[config.mk]
export PLATFORM = sky130hd
export DESIGN_NAME = mem_arbiter
export DESIGN_NICKNAME = d
export VERILOG_FILES = /design/src/rtl/mem_arbiter.sv
export SDC_FILE = /design/constraint.sdc
export NUM_CORES = 1
export LEC_CHECK = 0
export ABC_AREA = 1
export CORE_MARGIN = 2
export CORE_UTILIZATION = 33
export DETAILED_ROUTE_END_ITERATION = 6
export DONT_BUFFER_PORTS = 1
export PLACE_DENSITY_LB_ADDON = 0.15
export SYNTH_ARGS = -nofsm -noshare
export SYNTH_HDL_FRONTEND = slang
export SYNTH_SLANG_ARGS = --single-unit
[constraint.sdc]
create_clock -name clk -period 1.31 [get_ports clk]
set_input_delay 0.1965 -clock clk [delete_from_list [all_inputs] [get_ports clk]]
set_output_delay 0.1965 -clock clk [all_outputs]
set_load 0.005 [all_outputs]
[src/rtl/mem_arbiter.sv]
// rtl/mem_arbiter.sv - fetch/data arbiter for a single-port unified word memory
// Optional build macro MEM_ARB_RR_EN selects round-robin arbitration instead of data-first priority.
module mem_arbiter #(
    parameter int                    DATA_WIDTH = 32,
    parameter int                    DEPTH      = 1024,
    parameter logic [DATA_WIDTH-1:0] TEXT_BASE  = 32'h0040_0000,
    parameter logic [DATA_WIDTH-1:0] DATA_BASE  = 32'h1001_0000
) (
    input  logic                     clk,
    input  logic                     rst_n,
    input  logic                     i_req,
    input  logic [DATA_WIDTH-1:0]    i_addr,
    output logic [DATA_WIDTH-1:0]    i_rdata,
    output logic                     i_ready,
    output logic                     i_err,
    input  logic                     d_req,
    input  logic                     d_we,
    input  logic [DATA_WIDTH-1:0]    d_addr,
    input  logic [DATA_WIDTH-1:0]    d_wdata,
    output logic [DATA_WIDTH-1:0]    d_rdata,
    output logic                     d_ready,
    output logic                     d_err,
    output logic [$clog2(DEPTH)-1:0] mem_addr,
    output logic                     mem_we,
    output logic [DATA_WIDTH-1:0]    mem_wdata,
    input  logic [DATA_WIDTH-1:0]    mem_rdata
);
    localparam int                    AW           = $clog2(DEPTH);
    localparam logic [DATA_WIDTH-1:0] REGION_BYTES = DATA_WIDTH'(2 * DEPTH);
    localparam logic [AW-1:0]         HALF         = AW'(DEPTH / 2);

    typedef enum logic [1:0] {IDLE, ACCESS, RESP} state_t;
    typedef enum logic [1:0] {GNT_NONE, GNT_I, GNT_D} gnt_t;

    state_t                state_q, state_d;
    gnt_t                  gnt_q, gnt_d, gnt_sel;
    logic                  err_q, err_d;
    logic [DATA_WIDTH-1:0] i_rdata_q, i_rdata_d;
    logic [DATA_WIDTH-1:0] d_rdata_q, d_rdata_d;

    // Offsets wrap modulo 2^DATA_WIDTH, so an address below its base lands far out of range.
    logic [DATA_WIDTH-1:0] i_off, d_off;
    logic                  i_fault, d_fault, acc_fault;
    logic [AW-1:0]         i_idx, d_idx;

    assign i_off   = i_addr - TEXT_BASE;
    assign d_off   = d_addr - DATA_BASE;
    assign i_fault = (i_addr[1:0] != 2'b00) || (i_off >= REGION_BYTES);
    assign d_fault = (d_addr[1:0] != 2'b00) || (d_off >= REGION_BYTES);
    assign i_idx   = i_off[AW+1:2];
    assign d_idx   = d_off[AW+1:2] + HALF;
    assign acc_fault = (gnt_q == GNT_D) ? d_fault : i_fault;

`ifdef MEM_ARB_RR_EN
    logic last_d_q, last_d_d;

    always_comb begin
        if (i_req && d_req) gnt_sel = last_d_q ? GNT_I : GNT_D;
        else if (d_req)     gnt_sel = GNT_D;
        else                gnt_sel = GNT_I;
        last_d_d = last_d_q;
        if (state_q == IDLE && (i_req || d_req)) last_d_d = (gnt_sel == GNT_D);
    end

    always_ff @(posedge clk or negedge rst_n) begin
        if (!rst_n) last_d_q <= 1'b0;
        else        last_d_q <= last_d_d;
    end
`else
    always_comb begin
        gnt_sel = d_req ? GNT_D : GNT_I;
    end
`endif

    always_ff @(posedge clk or negedge rst_n) begin
        if (!rst_n) begin
            state_q   <= IDLE;
            gnt_q     <= GNT_NONE;
            err_q     <= 1'b0;
            i_rdata_q <= '0;
            d_rdata_q <= '0;
        end else begin
            state_q   <= state_d;
            gnt_q     <= gnt_d;
            err_q     <= err_d;
            i_rdata_q <= i_rdata_d;
            d_rdata_q <= d_rdata_d;
        end
    end

    always_comb begin
        state_d   = state_q;
        gnt_d     = gnt_q;
        err_d     = err_q;
        i_rdata_d = i_rdata_q;
        d_rdata_d = d_rdata_q;
        mem_addr  = '0;
        mem_we    = 1'b0;
        mem_wdata = '0;
        i_ready   = 1'b0;
        d_ready   = 1'b0;
        i_err     = 1'b0;
        d_err     = 1'b0;
        case (state_q)
            IDLE: begin
                gnt_d = GNT_NONE;
                err_d = 1'b0;
                if (i_req || d_req) begin
                    gnt_d   = gnt_sel;
                    state_d = ACCESS;
                end
            end
            ACCESS: begin
                err_d   = acc_fault;
                state_d = RESP;
                if (!acc_fault) begin
                    if (gnt_q == GNT_D) begin
                        mem_addr  = d_idx;
                        mem_we    = d_we;
                        mem_wdata = d_wdata;
                    end else begin
                        mem_addr = i_idx;
                    end
                end
                // Faulted accesses still complete, but report zero data.
                if (gnt_q == GNT_D) d_rdata_d = acc_fault ? '0 : mem_rdata;
                else                i_rdata_d = acc_fault ? '0 : mem_rdata;
            end
            RESP: begin
                i_ready = (gnt_q == GNT_I);
                d_ready = (gnt_q == GNT_D);
                i_err   = (gnt_q == GNT_I) && err_q;
                d_err   = (gnt_q == GNT_D) && err_q;
                gnt_d   = GNT_NONE;
                state_d = IDLE;
            end
            default: begin
                state_d = IDLE;
                gnt_d   = GNT_NONE;
            end
        endcase
    end

    assign i_rdata = i_rdata_q;
    assign d_rdata = d_rdata_q;
endmodule

## Yosys cells after proc, flatten, opt, wreduce, memory -nomap -nowiden

Index checks and enable logic that the tools add are counted.

- Magnitude comparators: 2
- Bitwise gates (word level): 1
- Equal/unequal tests: 5
- Reductions and logical operators: 11
- Add/subtract/negate cells: 3
- Muxes and demuxes: 21

Operators with widths:

| operator | number |
|---|---|
| 32-bit two-way mux | 4 |
| 32-bit by 12-bit >= comparator with 1-bit output, second input constant | 2 |
| 32-bit by 23-bit subtractor with 32-bit output, second input constant | 1 |
| 32-bit by 29-bit subtractor with 32-bit output, second input constant | 1 |
| 10-bit two-way mux | 3 |
| 10-bit adder, second input constant | 1 |
| 1-bit two-way mux | 8 |
| 2-bit one-hot mux with 2 select lines | 2 |
| 2-bit two-way mux | 3 |
| 2-bit nonzero test | 3 |
| 2-bit by 1-bit equality test with 1-bit output, second input constant | 2 |
| 2-bit equality test, second input constant | 2 |
| 2-bit AND reduction | 2 |
| 1-bit logical OR | 3 |
| 1-bit logical AND | 2 |
| 2-bit zero test | 1 |
| 2-bit inequality test, second input constant | 1 |
| 1-bit one-hot mux with 2 select lines | 1 |
| 1-bit NOT | 1 |

- Register bits: 69
- Logic and storage cells: 48
- Output and inout port bits: 111

## Longest topological paths before layout

- Word-level depth: 6
- Depth in mapped cells: 12
- Depth with buffers taken out: 11

## Worst setup path before layout

OpenSTA, ideal clock, no wires.

- Kind: register to output
- Start point: register state_q[1]
- End point: output mem_addr[0]
- Buffers on the path: 1
- Stages on the path, launching flop included: 7
- Slack: -0.170 ns
- Data required time: 1.113 ns
- Data arrival time: 1.284 ns
- Cell sequence: dfrtp_1 -> nor2_2 -> inv_1 -> nor2_2 -> clkbuf_1 -> nand2_1 -> a21oi_1

- Longest elaborated chain between the ends: 2

RTL lines:

| what | RTL line | RTL |
|---|---|---|
| from (decl) | 35 | `state_t state_q, state_d;` |
| from (signal assigned) | 83 | `state_q <= state_d;` |
| 2-bit by 1-bit equality test with 1-bit output | 104 | `case (state_q)` |
| 10-bit two-way mux | 104 |  |
| to (decl) | 23 | `output logic [$clog2(DEPTH)-1:0] mem_addr,` |

No other way between the ends.

## Worst setup path in the final report

- Start point: register gnt_q[1]
- End point: output mem_addr[5]

- Longest elaborated chain between the ends: 4

RTL lines:

| what | RTL line | RTL |
|---|---|---|
| from (decl) | 36 | `gnt_t gnt_q, gnt_d, gnt_sel;` |
| from (signal assigned) | 84 | `gnt_q <= gnt_d;` |
| 2-bit equality test * | 52, 117 |  |
| 10-bit two-way mux / 1-bit two-way mux (equally long branches) | 117, 52 |  |
| 10-bit two-way mux * | 116 | `if (!acc_fault) begin` |
| 10-bit two-way mux * | 104 |  |

Every way passes the cells marked *; elsewhere a longest branch is shown, timed or not.

==> metrics.txt <==
Psw=4.633 mW; Fin. Hold Viols=69; yosys warns=0; startpoint types=flop; Mapped Area=3892 um^2; layout cells sized above 1=0.3027; final setup margin=-551.0 ps; initial antenna violation count=0; largest area contributor in the synthesized netlist=dfrtp_1; Hold Path Class=primary input to asynchronous set/reset pin; Mapped Nets=687; share of the synthesized area in the top cell type=0.4436; Post-synth EDFFs=0; Nets=749; GPL Wtd Cong=0.8581; DIE HEIGHT=112.6 um; top-count cell post-synth=nand2_1; Area after DPL=4222 um^2; Int Power=7.535 mW; Seq pwr share=0.349; grt ovf=0; WL final=13.49 mm; synthesized flop and latch total=69; vias in the first global route=3,835; Initial DRC Count=101; Peak VDD IR=1.227 mV; Die ar.=12,680 um^2; root buffer cell=clkbuf_16; gr usage total=0.2041; CTS tree=built; CTS Hold Buffers Added=27; H-tree levels=3; ys flop type=dfrtp_1; failing checks=negative hold slack, negative setup slack; Clk Latency, worst-skew pair=330 ps; crit path kind=flop to output port; WL/cell=17.66 um; drc violations=0; Syn Inst Count=554; clk_skew=5.672 ps; Clock power frac=0.211; clk buf depth=2; status=complete, but fails checks; sequential area share after synthesis=0.4436; Tmin final=1861 ps; RSZ-0062 raised after global routing=true; DP Worst Slack=-247.4 ps; Avg Cell Area, Syn=7.026 um^2; die extent in x=112.6 um; via count=3,825; Rows=39; Ports=244; largest net degree at the start of global routing=70; crit-path max FO=8; kind of end point of the critical path=output port; worst r2r src=gnt_q[1]$_DFFE_PN0N_; hpwl dp=9.040 mm; Tcrit/Tclk final=1.421; Leak=2.530 nW; Core Region=11,470 um^2; PD cells=2099 nW/um^2; area growth from synthesis to layout=48.92%; first-pass GRT wire length=20.26 mm; worst hold slack=-442.8 ps; highest clock rate=537.3 MHz; CTS clk-pin slew, worst paths=60 ps; Vias/cell=5.007; clk sink count=69; top cells by count, synth=126 x nand2_1, 105 x nor2_1, 93 x inv_1; Synth cell types=27; Switching Share=0.3808; buffers added on ports=0; Logic pwr share=0.440; worst-margin pin slew=361.2 ps; max-slew violations=0; # diodes=0; R2R setup slack=-450 ps; Synth area leaders=dfrtp_1 44%, nand2_1 12%, nor2_1 10%; Slew headroom=0.7592; design area=5797 um^2; Starting Density=0.3394; Crit Reg-Reg Endpoint=d_rdata[21]$_DFFE_PN0P_; maxcap violations=0; CTS buffer count=9; R2R depth=11; Req. time, crit path=1110 ps; Post-synth ARST share=1.000; 1st-pass router iterations=4; Worst Path Arrival=1660 ps; Antenna Nets Post-Route=0; final setup fails=112
-- how the worst max path moves through the flow --
stage / from / to
3_5_place_dp: gnt_q[1]$_DFFE_PN0N_ / d_rdata[21]$_DFFE_PN0P_
5_1_grt: gnt_q[1]$_DFFE_PN0N_ / mem_addr[5]
2_1_floorplan: gnt_q[1]$_DFFE_PN0N_ / mem_wdata[0]
6_report: gnt_q[1]$_DFFE_PN0N_ / mem_addr[5]
4_1_cts: gnt_q[0]$_DFFE_PN0N_ / mem_wdata[2]
3_3_place_gp: gnt_q[1]$_DFFE_PN0N_ / mem_addr[6]
-- state kept, by name, summed over array words and instances (netlist names) --
name	count
gnt_q	2
d_rdata	32
i_rdata	32
state_q	2
err_q	1
-- cell type report --
type	count	area, um^2
Sequential cell	69	1727
Inverter	95	371.6
Multi-Input combinational cell	360	2165
Fill cell	1097	5670
Clock inverter	4	55.05
Tap cell	143	178.9
Clock buffer	12	266.5
Timing Repair Buffer	81	1033
-- layout by cell type (no fill, tap or decap), types with 5 or more instances in the layout --
| cell type | Yosys | final |
|---|---|---|
| a21oi_1 | 41 | 31 |
| a21oi_2 | 0 | 9 |
| buf_12 | 0 | 14 |
| buf_4 | 5 | 21 |
| buf_6 | 4 | 10 |
| clkbuf_16 | 0 | 13 |
| dfrtp_1 | 69 | 69 |
| dlygate4sd3_1 | 0 | 27 |
| inv_1 | 93 | 88 |
| nand2_1 | 126 | 101 |
| nand2_2 | 0 | 13 |
| nand2_4 | 1 | 12 |
| nor2_1 | 105 | 70 |
| nor2_2 | 4 | 19 |
| nor2_4 | 1 | 21 |
| o211ai_1 | 27 | 27 |
| o21ai_0 | 28 | 5 |
| o21ai_2 | 0 | 26 |
-- stage by stage --
step / instances / util / total power [mW] / hold slack (ps) / setup TNS, ps
2_1_floorplan: 554 / - / 6.221 / -99.09 / -1561
6_report: 764 / 0.5055 / 12.17 / -442.8 / -42290
3_3_place_gp: 692 / 0.3681 / 7.273 / -97.01 / -13380
4_1_cts: 749 / 0.4606 / 10.91 / -456.7 / -34110
5_1_grt: 764 / 0.5055 / 13.01 / -463.0 / -50780
3_5_place_dp: 692 / 0.3681 / 7.394 / -97.27 / -16660
-- critical path, stage by stage, from the launching register on --
cell and delay [ps]:
dfrtp_1 370, inv_2 60, nor2_4 150, inv_4 60
nor2_4 180, buf_12 150, buf_16 120, nand2_1 70
a21oi_2 150
-- metal layers --
metal	part of all wire	global-route usage
met1	0.40	0.2401
met2	0.50	0.3617
met3	0.085	0.06210
met4	0.015	0.05366
met5	0	0
-- repair_timing --
action,in CTS,in global routing
hold endpoints to repair,96,69
pin swaps,14,20
setup buffers,12,12
resized for setup,87,111
endpoints found under the setup margin,112,112
gates cloned,4,5
-- power groups by stage --
stage	Combinational (mW)	Clock, mW	Sequential [mW]
after CTS	4.09	2.64	4.18
after floorplan	2.36	0	3.86
after global placement	3.09	0	4.18
final	5.35	2.57	4.25
after detailed placement	3.22	0	4.18
after global routing	5.87	2.74	4.39
-- kinds of logic (layout without fill, tap and decap cells) --
kind of cell	count (synthesis)	after routing	share of synthesized area
xor+xnor	1	1	0.002250
flops	69	69	0.4436
buf+inv	125	192	0.1360
compound gates	109	109	0.1630
simple gates	250	250	0.2552
(Power assumes the default switching activity.)
==> variant 1, RTL diff (same settings) <==
The parameter `DATA_WIDTH` goes from 32 to 64.
--- a/src/rtl/mem_arbiter.sv
+++ b/src/rtl/mem_arbiter.sv
@@ -2,5 +2,5 @@
 // Optional build macro MEM_ARB_RR_EN selects round-robin arbitration instead of data-first priority.
 module mem_arbiter #(
-    parameter int                    DATA_WIDTH = 32,
+    parameter int                    DATA_WIDTH = 64,
     parameter int                    DEPTH      = 1024,
     parameter logic [DATA_WIDTH-1:0] TEXT_BASE  = 32'h0040_0000,
Ports: changed (7 resized); port bits go from 244 to 468. The function was not compared with the original's and may differ.
==> variant 1 against the original RTL <==
- the run still ends with negative hold slack, negative setup slack left
- cell count increased to 3.0 times the old value
- synthesized area increased to 2.5 times the old value
- clock skew about the same
- sequential power increased by 63%
- final area increased to 2.6 times the old value
- critical path depth increased by 8
- sequential cell count increased by 64
- worst setup slack got worse by 0.66 ns
- routed wire length increased to 3.2 times the old value
- total power increased by 78%
- combinational power increased by 85%
- critical path type is now input pin to output port
- largest cell class unchanged
==> variant 1: results (changes against the original RTL) <==
critical_path:
  r2r_start: "gnt_q[0]"
  r2r_slack_ns: -0.70  # -0.25 ns
  arrival_ns: 2.33  # +0.67 ns
  critPathCapture: "mem_addr[8]"
  startpoint: "d_addr[20]"
  r2r_end: "i_rdata[32]"
cts:
  htree_levels: 4  # +1
  numCtsBuffers: 17  # +8
sta:
  tightest_slew_ns: 0.746  # +0.385 ns
  whs_ns: -0.530  # -0.0867 ns
  setup_viol_count_final: 208  # +86%
  timing_hold_violations_final: 133  # +93%
  setup_slack_ns: -1.21  # -0.663 ns
synthesis:
  synth_compound_area_share_pct: 2.42  # -14 points
  avgSynthCellArea_um2: 6.19  # -12%
  synthTopCellsByArea: "dfrtp_1 34%, nand2_1 24%, nor2_1 11%, nand4_1 9.3%, inv_1 4.5%"
  synth_common_cells: "622 x nand2_1, 275 x nor2_1, 145 x nand4_1"
outcome:
  violations: "negative hold slack, negative setup slack"
  status: "complete, but fails checks"
global_route:
  grt_pass1_wl_mm: 65.9  # +230%
  grt_usage_pct: 27.1  # +6.7 points
detailed_routing:
  dr.pass1.iters: 6  # +2
  drt_iter0_drc: 867  # +760%
  routed_via_density: 5.19  # +3.8%
placement:
  pre_cts_ws_ns: -1.45  # -1.20 ns
  placed_area_mm2: 0.0119  # +180%
  place_inst: 2108  # +200%
layout:
  final_cells: 2277  # +200%
pwr:
  power-per-cell-area_mw_per_mm2: 1420  # -33%
  peakVddDrop_v: 0.000924  # -25%
  p_leak_uw: 0.00719  # +180%
-- variant 1: cell types whose count changed after synthesis, moves of 27 or more --
cell,before,now
nor2_1,105,275
nand3_1,3,75
nand2_1,126,622
o211ai_1,27,0
a21oi_1,41,3
dfrtp_1,69,133
nand4_1,3,145
-- variant 1: worst max-delay path, stage by stage --
cell	delay, ns
nor2_2	0.14
nand2_1	0.11
nor2_2	0.15
nor2_4	0.06
nor2_4	0.19
nand2_1	0.10
nand2_1	0.06
and2_1	0.19
nand3_1	0.09
nor2_1	0.12
nand2_1	0.09
nor2_4	0.15
buf_6	0.10
nand4_1	0.14
buf_4	0.24
a21boi_2	0.20
-- variant 1: logic make-up (layout without fill, tap and decap cells) --
group                  after synthesis  count (layout)
AO/OA/AOI/OAI                       40              40
XOR/XNOR                            12              12
buffers and inverters              199             506
flip-flops                         133             133
AND/OR/NAND/NOR                   1196            1196
-- variant 1: layout make-up --
| type | instances | area (um^2) |
|---|---|---|
| tap | 390 | 488 |
| timing repair buffer | 349 | 3710 |
| sequential | 133 | 3330 |
| clock inverter | 12 | 153 |
| inverter | 125 | 475 |
| fill | 2882 | 14100 |
| clock buffer | 20 | 447 |
| multi-input combinational | 1248 | 6710 |
-- variant 1: per-layer routing --
metal | vias to the layer above | global-route usage, % | wire (um)
met3 | 77 | 5.71 | 3210
met5 | - | 0 | 0
met2 | 539 | 45.9 | 21100
met4 | 0 | 9.95 | 1250
met1 | 5577 | 33.9 | 18100
li1 | 5636 | - | -
-- variant 1: timing repair --
| item | 4_1_cts | 5_1_grt |
|---|---|---|
| pin swaps | 69 | 67 |
| hold buffers | 66 | 1 |
| setup endpoints to repair | 208 | 208 |
| setup buffers | 81 | 16 |
| endpoints found under the hold margin | 263 | 134 |
| gates resized for setup | 235 | 80 |
| gates cloned | 21 | 0 |
==> variant 2, RTL diff (same flow settings) <==
Without the edit above. Take the reset off `i_rdata_q` and `d_rdata_q` and load them in a clocked block of their own.
--- a/src/rtl/mem_arbiter.sv
+++ b/src/rtl/mem_arbiter.sv
@@ -78,13 +78,14 @@
             gnt_q     <= GNT_NONE;
             err_q     <= 1'b0;
-            i_rdata_q <= '0;
-            d_rdata_q <= '0;
         end else begin
             state_q   <= state_d;
             gnt_q     <= gnt_d;
             err_q     <= err_d;
-            i_rdata_q <= i_rdata_d;
-            d_rdata_q <= d_rdata_d;
         end
+    end
+
+    always_ff @(posedge clk) begin
+        i_rdata_q <= i_rdata_d;
+        d_rdata_q <= d_rdata_d;
     end
 
Behaviour: differs if rst_n is asserted again (counterexample within 4 cycles, from zero or initial values and one cycle with rst_n low); with rst_n held inactive, the same outputs for 10 cycles.
==> variant 2 against the original RTL <==
- the run ends with negative setup slack left
- worst hold slack better by 0.48 ns
- final area fell by 17%
- synthesized area fell by 16%
- sequential cell count unchanged
- worst setup slack improved by 0.096 ns
- routed wire length down 29%
- cell count is 38% lower
- utilization down 0.91 points
- largest cell class is now flip-flops and latches
Power is not compared: it rests on default switching activity, and its combinational part moved more than twofold at a synthesized area within 25%.
==> variant 2: results (changes against the original RTL) <==
detailed_routing:
  drt_iter0_drc: 54  # -47%
  avgRoutedWirePerCell_um: 20.2  # +15%
  via_count: 2373  # -38%
critical_path:
  cp_top_family: "buffers and inverters"
  arrival_ns: 1.57  # -0.09 ns
  reg2reg_depth: 9  # -2
  r2r_end: "d_rdata[18]"
  cp_slowest_stage_delay_ns: 0.39  # +0.02 ns
  r2r_start: "gnt_q[0]"
  crit_fanout: 6  # -2
placement:
  placed_area_mm2: 0.00374  # -11%
  place_inst: 436  # -37%
  dp_hpwl_mm: 6.80  # -25%
synthesis:
  synthFlopType: "edfxtp_1"
  synth_fp_nets: 423  # -38%
  ys_seq_area_share_pct: 62.5  # +18 points
  yosys.area_share.xor_xnor_pct: 0  # -0.23 points
  yosysTopAreaCellShare_pct: 58.7  # +14 points
  synth_common_cells: "65 x nor2_1, 64 x edfxtp_1, 53 x nand2_1"
  synth-edff-count: 64  # +64
  synth.distinct_cells: 24  # -11%
  avgSynthCellArea_um2: 11.3  # +61%
  async_flop_share_pct: 7.25  # -93 points
  synth_compound_area_share_pct: 15.5  # -0.82 points
sta:
  setup_viol_count_final: 170  # +52%
  whs_ns: 0.0358  # +0.479 ns
  setup_slack_ns: -0.455  # +0.0963 ns
  worst_clock_skew_ns: 0.0122  # +0.00649 ns
global_route:
  use_met3_pct: 4.91  # -1.3 points
  grt_pass1_wl_mm: 13.8  # -32%
  met2_usage_pct: 31.8  # -4.3 points
  grt_start_max_net_pins: 34  # -51%
  grt_pass1_vias: 2451  # -36%
  grt_antenna_before_repair: 0  # unchanged
  use_met1_pct: 18.0  # -6.0 points
  grt_usage_pct: 16.8  # -3.6 points
cts:
  cts-root-buf: "clkbuf_8"
min_path:
  hold_class: "input pin to flop"
outcome:
  status: "complete, but fails checks"
  violations: "negative setup slack"
layout:
  layout.nets: 470  # -37%
  final_cells: 475  # -38%
## variant 2: cell types whose count changed in the layout (fill, tap and decap cells not counted), sizes merged, moves of 34 or more
cell	change
a21boi	+42
a21oi	-39
dfrtp	-64
edfxtp	+64
inv	-79
nand2	-74
nor2	-42
o21ai	-34
## variant 2: worst max-delay path by stage
stage                     from       endpoint  slack [ns]  depth (start not counted)
floorplan             gnt_q[0]  mem_wdata[23]        -0.1                          9
global placement    state_q[0]    mem_addr[9]       -0.20                          8
detailed placement  state_q[0]    mem_addr[9]       -0.20                          8
CTS                 state_q[1]    mem_addr[9]       -0.49                          7
global route          gnt_q[0]  mem_wdata[14]       -0.54                          9
finish                gnt_q[0]  mem_wdata[14]       -0.45                          9
## variant 2: logic make-up after synthesis
kind of cell	after synthesis
buffers and inverters	32
AND/OR/NAND/NOR	133
AO/OA/AOI/OAI	56
flip-flops	69
## variant 2: cell type report
class                      count  area, um^2
fill                         850        4880
tap                          133         166
inverter                      16        72.6
clock inverter                 5        27.5
clock buffer                  11         131
sequential                    69        2050
multi-input combinational    189        1610
timing repair buffer          52         749
## variant 2: power by group
group	total (uW)	switching, uW	leakage [uW]	internal [uW]
combinational	2390	1200	0.000905	1190
clock	1410	734	0.0000845	675
sequential	3360	292	0.000674	3070
## variant 2: metal layers
| metal | share of wire, % | up-vias |
|---|---|---|
| met1 | 37 | 1125 |
| met5 | 0 | - |
| met4 | 0.95 | 0 |
| met2 | 55 | 148 |
| met3 | 7.1 | 10 |
| li1 | - | 1090 |
## variant 2: what timing repair did
item                                   in CTS  in global routing
gates cloned                                3                  5
pin swaps                                  24                 40
gates resized for setup                    59                 91
setup buffers                               7                 13
hold buffers                                2                  0
endpoints found under the hold margin       6                  0
setup endpoints to repair                 176                176
